==> src/rtl/ppu_pkg.sv <==
// Shared PPU types for the CGRAM palette path: word type, CPU register selects
// and the $213B byte-select helper.
package ppu_pkg;
  localparam int CGRAM_WORDS  = 256;
  localparam int CGRAM_ADDR_W = 8;
  localparam int CGRAM_DATA_W = 15;

  typedef logic [CGRAM_DATA_W-1:0] cgram_word_type;

  typedef enum logic [1:0] {
    CGADD   = 2'd0,
    CGDATA  = 2'd1,
    CGREAD  = 2'd2,
    CG_NONE = 2'd3
  } cpu_cgram_reg_type;

  // High byte carries open-bus bit 7 because the palette word is only 15 bits.
  function automatic logic [7:0] cgram_read_byte(input logic hi, input logic ob7,
                                                 input cgram_word_type w);
    return hi ? {ob7, w[14:8]} : w[7:0];
  endfunction
endpackage

==> src/rtl/cgram_ram.sv <==
// 256x15 palette block RAM: one write port, synchronous read-before-write reads.
// Port B exists only when CGRAM_RENDER_QUIRK_EN is undefined.
module cgram_ram #(
  parameter int ADDR_W = 8,
  parameter int DATA_W = 15
) (
  input  logic              i_clk,
  input  logic              i_rst_n,
  input  logic              i_we,
  input  logic [ADDR_W-1:0] i_waddr,
  input  logic [DATA_W-1:0] i_wdata,
  input  logic [ADDR_W-1:0] i_raddr_a,
  output logic [DATA_W-1:0] o_rdata_a
`ifndef CGRAM_RENDER_QUIRK_EN
  ,
  input  logic [ADDR_W-1:0] i_raddr_b,
  output logic [DATA_W-1:0] o_rdata_b
`endif
);
  logic [DATA_W-1:0] r_mem [2**ADDR_W];

  always_ff @(posedge i_clk) begin
    if (i_we) r_mem[i_waddr] <= i_wdata;
  end

  always_ff @(posedge i_clk or negedge i_rst_n) begin
    if (!i_rst_n) o_rdata_a <= '0;
    else          o_rdata_a <= r_mem[i_raddr_a];
  end

`ifndef CGRAM_RENDER_QUIRK_EN
  always_ff @(posedge i_clk or negedge i_rst_n) begin
    if (!i_rst_n) o_rdata_b <= '0;
    else          o_rdata_b <= r_mem[i_raddr_b];
  end
`endif
endmodule

==> src/rtl/cgram_controller.sv <==
// CGRAM controller: renderer palette port plus $2121/$2122/$213B byte-pair access.
// Optional CGRAM_RENDER_QUIRK_EN redirects CPU data accesses to cgram_addr during display.
module cgram_controller
  import ppu_pkg::*;
#(
  parameter int ADDR_W = 8,
  parameter int DATA_W = 15
) (
  input  logic              clk,
  input  logic              reset_n,
  input  logic              render_active,
  input  logic [ADDR_W-1:0] cgram_addr,
  output logic [DATA_W-1:0] cgram_rdata,
  input  logic              cpu_wr,
  input  logic              cpu_rd,
  input  logic [1:0]        cpu_reg,
  input  logic [7:0]        cpu_wdata,
  input  logic [7:0]        open_bus,
  output logic [7:0]        cpu_rdata,
  output logic              cpu_rdata_valid
);
  localparam logic [ADDR_W-1:0] ADDR_ONE = ADDR_W'(1);

  cpu_cgram_reg_type w_reg;
  logic              w_rd;
  logic              w_we;
  logic [ADDR_W-1:0] w_waddr;
  logic [ADDR_W-1:0] w_raddr_a;
  logic [DATA_W-1:0] w_wdata;
  logic [DATA_W-1:0] w_cpu_word;
  logic              w_unused;

  logic [ADDR_W-1:0] r_word_addr;
  logic              r_flag;
  logic [7:0]        r_latch;
  logic              r_rd_vld_p0;
  logic              r_rd_hi_p0;
  logic              r_ob7_p0;
  logic [7:0]        r_cpu_rdata_p1;
  logic              r_rd_vld_p1;

  assign w_reg   = cpu_cgram_reg_type'(cpu_reg);
  assign w_rd    = cpu_rd && !cpu_wr && (w_reg == CGREAD);
  assign w_we    = cpu_wr && (w_reg == CGDATA) && r_flag;
  assign w_wdata = {cpu_wdata[6:0], r_latch};

`ifdef CGRAM_RENDER_QUIRK_EN
  // Single read port: outside display a $213B read borrows it for one cycle.
  assign w_waddr    = render_active ? cgram_addr : r_word_addr;
  assign w_raddr_a  = (w_rd && !render_active) ? r_word_addr : cgram_addr;
  assign w_cpu_word = cgram_rdata;
  assign w_unused   = ^open_bus[6:0];

  cgram_ram #(.ADDR_W(ADDR_W), .DATA_W(DATA_W)) u_ram (
    .i_clk     (clk),
    .i_rst_n   (reset_n),
    .i_we      (w_we),
    .i_waddr   (w_waddr),
    .i_wdata   (w_wdata),
    .i_raddr_a (w_raddr_a),
    .o_rdata_a (cgram_rdata)
  );
`else
  assign w_waddr   = r_word_addr;
  assign w_raddr_a = cgram_addr;
  assign w_unused  = ^{open_bus[6:0], render_active};

  cgram_ram #(.ADDR_W(ADDR_W), .DATA_W(DATA_W)) u_ram (
    .i_clk     (clk),
    .i_rst_n   (reset_n),
    .i_we      (w_we),
    .i_waddr   (w_waddr),
    .i_wdata   (w_wdata),
    .i_raddr_a (w_raddr_a),
    .o_rdata_a (cgram_rdata),
    .i_raddr_b (r_word_addr),
    .o_rdata_b (w_cpu_word)
  );
`endif

  // The byte flag is shared between $2122 writes and $213B reads.
  always_ff @(posedge clk or negedge reset_n) begin
    if (!reset_n) begin
      r_word_addr <= '0;
      r_flag      <= 1'b0;
      r_latch     <= '0;
    end else if (cpu_wr) begin
      case (w_reg)
        CGADD: begin
          r_word_addr <= ADDR_W'(cpu_wdata);
          r_flag      <= 1'b0;
        end
        CGDATA: begin
          if (!r_flag) begin
            r_latch <= cpu_wdata;
            r_flag  <= 1'b1;
          end else begin
            r_flag      <= 1'b0;
            r_word_addr <= r_word_addr + ADDR_ONE;
          end
        end
        default: ;
      endcase
    end else if (w_rd) begin
      r_flag <= ~r_flag;
      if (r_flag) r_word_addr <= r_word_addr + ADDR_ONE;
    end
  end

  // p0: byte select captured with the RAM read launched at the same edge
  always_ff @(posedge clk or negedge reset_n) begin
    if (!reset_n) begin
      r_rd_vld_p0 <= 1'b0;
      r_rd_hi_p0  <= 1'b0;
      r_ob7_p0    <= 1'b0;
    end else begin
      r_rd_vld_p0 <= w_rd;
      r_rd_hi_p0  <= r_flag;
      r_ob7_p0    <= open_bus[7];
    end
  end

  // p1: byte steered out of the RAM word
  always_ff @(posedge clk or negedge reset_n) begin
    if (!reset_n) begin
      r_cpu_rdata_p1 <= '0;
      r_rd_vld_p1    <= 1'b0;
    end else begin
      r_rd_vld_p1 <= r_rd_vld_p0;
      if (r_rd_vld_p0) r_cpu_rdata_p1 <= cgram_read_byte(r_rd_hi_p0, r_ob7_p0, w_cpu_word);
    end
  end

  assign cpu_rdata       = r_cpu_rdata_p1;
  assign cpu_rdata_valid = r_rd_vld_p1;
endmodule
==> config.mk <==
export PLATFORM = sky130hd
export DESIGN_NAME = cgram_controller
export DESIGN_NICKNAME = d
export VERILOG_FILES = /design/src/rtl/ppu_pkg.sv /design/src/rtl/cgram_ram.sv /design/src/rtl/cgram_controller.sv
export SDC_FILE = /design/constraint.sdc
export NUM_CORES = 2
export LEC_CHECK = 0
export CORE_AREA = 2 2 720 722
export DETAILED_ROUTE_END_ITERATION = 16
export DIE_AREA = 0 0 722 724
export SLEW_MARGIN = 20
export SYNTH_ARGS = -nofsm -noshare
export SYNTH_HDL_FRONTEND = slang
export SYNTH_HIERARCHICAL = 1
export SYNTH_SLANG_ARGS = --single-unit
export TNS_END_PERCENT = 5
==> constraint.sdc <==
create_clock -name clk -period 9.32 [get_ports clk]
set_clock_uncertainty 0.15 [all_clocks]
set_input_delay 1.398 -clock clk [delete_from_list [all_inputs] [get_ports clk]]
set_output_delay 1.398 -clock clk [all_outputs]
set_load 0.05 [all_outputs]
======== Yosys cells after proc, flatten, opt, wreduce, memory -nomap -nowiden ========
Memory sizes are Yosys's and may differ from the RTL's. A register that Yosys moved wholly into a read port is not among the register bits.
Index checks and enable logic that the tools add are counted.
cells by class
  add/sub/neg operators ................... 1
  equal/unequal tests ..................... 3
  multiplexer cells ....................... 11
  bitwise logic cells ..................... 1
  reductions and logical operators ........ 11
operators with widths
  kind                                                   number
  2-to-1 mux 8 bit                                       4
  one-hot mux 8 bit (2 select lines)                     1
  adder 8 x 1 -> 8 bit, second input constant            1
  2-to-1 mux 1 bit                                       5
  logical AND 1 bit                                      4
  logical NOT 1 bit                                      3
  inequality test 3 x 1 -> 1 bit, second input constant  1
  AND reduction 3 bit                                    1
  equality test 2 x 1 -> 1 bit, second input constant    1
  equality test 2 bit, second input constant             1
  logical NOT 2 bit                                      1
  one-hot mux 1 bit (2 select lines)                     1
  AND reduction 2 bit                                    1
  nonzero test 2 bit                                     1
  inverter 1 bit                                         1
storage, ports and cells
  register bits after elaboration ......... 29
  memory bits (writable) .................. 3840
  bits of input ports ..................... 31
  output and inout port bits .............. 24
  word-level logic and storage cells ...... 36
  memories ................................ 1
memories
  name         depth  bits a word  read ports  clocked after Yosys merged registers in  wr ports  line             source
  u_ram.r_mem  256    15           2           2                                        1         cgram_ram.sv:20  logic [DATA_W-1:0] r_mem [2**ADDR_W];

======== Depth between registers and ports, before layout ========
  depth after elaboration ................. 5
  mapped depth ............................ 12

======== Modules after synthesis ========
Netlist, hierarchy kept.
by module, submodules not included
  module            instances  cells each  area each (um2)
  cgram_ram         1          9156        178190.9
  cgram_controller  1          122         1392.6

======== Worst setup path after synthesis ========
OpenSTA, ideal clock, no wires.
  kind .................................... reg-to-reg
  start point ............................. register r_latch[0]
  end point ............................... memory u_ram.r_mem[0][0], data pin
  library setup time ...................... 0.803 ns
  arrival time ............................ 3.181 ns
  required time ........................... 8.367 ns
  path slack .............................. 5.186 ns
  cell stages (with the launch flop) ...... 1
  clock period less this slack ............ 4.134 ns
  path through ............................ dfrtp_1
RTL lines
  item                      line                    source
  start: declaration        cgram_controller.sv:35  logic [7:0] r_latch;
  start signal: assignment  cgram_controller.sv:95  r_latch <= cpu_wdata;
  end: declaration          cgram_ram.sv:20
Straight into the memory's write port.

======== Final worst setup path ========
  start point ............................. input cpu_reg[0]
  end point ............................... memory u_ram.r_mem[51][2], enable pin
between the ends
  longest elaborated chain between the ends .. 5
ends and longest elaborated chain
  item                                    line                    source
  start: declaration                      cgram_controller.sv:16  input logic [1:0] cpu_reg,
  equality test 2 x 1 -> 1 bit            cgram_controller.sv:44  assign w_we = cpu_wr && (w_reg == CGDATA) && r_flag;
  logical AND 1 bit (2 in series)         cgram_controller.sv:44
  net w_we                                cgram_controller.sv:26  logic w_we;
  2-to-1 mux 1 bit                        cgram_ram.sv:23         if (i_we) r_mem[i_waddr] <= i_wdata;
  2-to-1 mux 1 bit (implied by the code)  cgram_ram.sv:23
The timed path passes the listed nets, and every way through them passes these cells.

==> flow_metrics.tcl <==
set metrics [dict create \
    outcome "finished clean" \
    leakagePower_nw 62.3 \
    fin_area_mm2 0.202 \
    clock-root-buffer "clkbuf_16" \
    critPathKind "in2reg" \
    ctsHoldBuffers 0 \
    start_util 0.349 \
    cp.required_ns 9.85 \
    irDropWorstVdd_uv 216 \
    grt_pass1_vias 106765 \
    netlist_area_mm2 0.180 \
    numClockSinks 3899 \
    met2_length_mm 279 \
    routabilityCongestion 0.915 \
    tns_ns 0 \
    cts-buffers-inserted 404 \
    synth.most_common_cell "edfxtp_1" \
    wl_met1_mm 222 \
    yosysUniqueCellTypes 73 \
    period_share 0.621 \
    cts_tree "done" \
    rsz0062_at_grt "no" \
    fmax_ghz 0.173 \
    synth_area_leaders "edfxtp_1 64%, mux4_2 20%, mux2i_1 3.3%" \
    grt_max_degree 193 \
    worst_hold_slack_ns 0.105 \
    drv_cap 0 \
    ys_ff_latch 3899 \
    htreeDepth 5 \
    ys_warn_count 6 \
    synth_flop_cell "edfxtp_1" \
    endpoint_kind "register" \
    worst_pin_slew_ns 1.38 \
    via_per_inst 6.43 \
    fp-row-count 264 \
    cts_max_path_buffers 4 \
    dpl_cell_area_mm2 0.188 \
    utilization 0.391 \
    top_layer_used "met5" \
    io-pin-count 55 \
    core-area_mm2 0.515 \
    fin_nets 9454 \
    synthCells 9278 \
    syn_nets 9310 \
    cts_resized 0 \
    grt_antenna_before_repair 33 \
    vias 106489 \
    drive_gt1_frac 0.304 \
    drt.antenna.violating_nets 0 \
    path_clk_slew_ns 0.06 \
    synth_common_cells "3840 x edfxtp_1, 1602 x mux4_2, 587 x mux2i_1" \
    grt_remaining_overflow 0 \
    async_flop_share 0.0151 \
    die_area_mm2 0.523 \
    dieWidth_um 722 \
    postCtsSetupBuffers 0 \
    avgSynthCellArea_um2 19.4 \
    grt_pass1_wl_mm 834 \
    synth_top_area_cell "edfxtp_1" \
    cp-start-kind "input pin" \
    slew-limit-headroom 0.0781 \
    drc_errors 0 \
    die_h_um 724 \
    syn_to_final_growth_pct 12.3 \
    worstPathMaxFanout 19 \
    wirelength_mm 606 \
    grtUsageTotal 0.225 \
    setup_violations 0 \
    fin_crit_ns 5.79 \
    cp.arrival_ns 6.32 \
    hpwl_mm 371 \
    drtPass1Iterations 9 \
    hold_path_class "in2async" \
    synth_top_area_frac 0.642 \
    synth_edf_count 3840 \
    drtIter0Drc 16119 \
    hold_violations 0 \
    clock_latency_ns 1.01 \
    ys_seq_area_frac 0.650 \
    wl_met3_mm 70.1 \
    io_buffer_count 46 \
    finalMaxSlewViolations 0 \
    wl_per_cell_um 36.6 \
    powerDensity_mw_per_mm2 249 \
]
final timing paths:
path / end / slack (ns) / cells past startpoint / start
max: u_ram/r_mem[51][2] / 3.53 / 7 / cpu_reg[0]
max in group asynchronous: r_word_addr[3] / 7.78 / 2 / reset_n
min reg2reg: cpu_rdata[6] / 0.40 / 2 / u_ram/o_rdata_b[6]
max reg2reg: u_ram/o_rdata_b[5] / 3.54 / 8 / r_word_addr[0]
min in group clk: cpu_rdata[6] / 0.40 / 2 / u_ram/o_rdata_b[6]
min: r_latch[2] / 0.10 / 1 / reset_n
power by group:
part / total [mW] / switching, mW / internal (mW)
Sequential: 21.1 / 0.580 / 20.6
Clock: 16.1 / 6.97 / 9.17
Combinational: 12.8 / 8.28 / 4.56
Total: 50.1 / 15.8 / 34.3
through the flow:
stage          total power [mW]  setup slack (ns)  std cells
5_1_grt                    51.4              3.48      16539
3_3_place_gp               33.9              2.74      15793
4_1_cts                    50.1              3.67      16530
2_1_floorplan              29.4              5.19       9278
3_5_place_dp               34.1              2.68      15797
6_report                   50.1              3.53      16551
area by class of cell:
cell class                 instances  area [µm²]
timing repair buffer             536        4620
tap                             6783        8490
clock inverter                   236        2320
antenna                           19        47.5
sequential                      3899      117000
multi-input combinational       4574       58600
fill                           45776      314000
inverter                           7        26.3
clock buffer                     497       10700
critical path: stages:
cell             delay (ns)
clkdlybuf4s50_1        0.56
nor2b_1                0.76
and3_2                 0.70
nand4_1                1.01
buf_4                  0.62
nor2_1                 0.82
buf_4                  0.38
layout by cell type, fill, tap and decap left out, drive strengths merged, types with 8 or more instances in the layout:
cell type and instances:
o21ai 109, nor2b 21, nand4 10, mux4 1613, nor4 30, buf 503
mux2i 587, a22oi 321, dfrtp 59, nand2b 19, inv 21, nand3 38
nor2 323, nand2 100, edfxtp 3840, clkdlybuf4s50 32, diode 19, bufinv 37
o22ai 190, o221ai 144, a31oi 36, nor3 130, a21oi 241, a211oi 68
clkinv 174, a22o 192, a221oi 213, clkinvlp 11, clkbuf 498, o22a 8
or2 13, a311oi 10, mux2 36, o32ai 29, o2bb2ai 27
routing by layer:
layer | global-route usage | vias to the layer above
met3 | 0.0603 | 1336
li1 | - | 40864
met2 | 0.350 | 7117
met4 | 0.113 | 20
met5 | 0 | -
met1 | 0.291 | 57152
sequential cells by signal, summed over array words and instances (netlist names):
register and flops:
u_ram/r_mem 3840, u_ram/o_rdata_a 15, u_ram/o_rdata_b 15, cpu_rdata 8, r_latch 8, r_word_addr 8
cpu_rdata_valid 1, r_flag 1, r_ob7_p0 1, r_rd_hi_p0 1, r_rd_vld_p0 1
logic make-up (layout without fill, tap and decap cells):
kind of cell	Yosys count	count (layout)	share of synthesized area
flip-flops	3899	3899	0.650
multiplexers	2236	2236	0.237
AO/OA/AOI/OAI	1618	1618	0.0659
buffers and inverters	805	1276	0.0277
AND/OR/NAND/NOR	719	719	0.0185
adder cells (fa/ha/maj)	1	1	0.0000697
other	0	19	0
(Power assumes the default switching activity.)
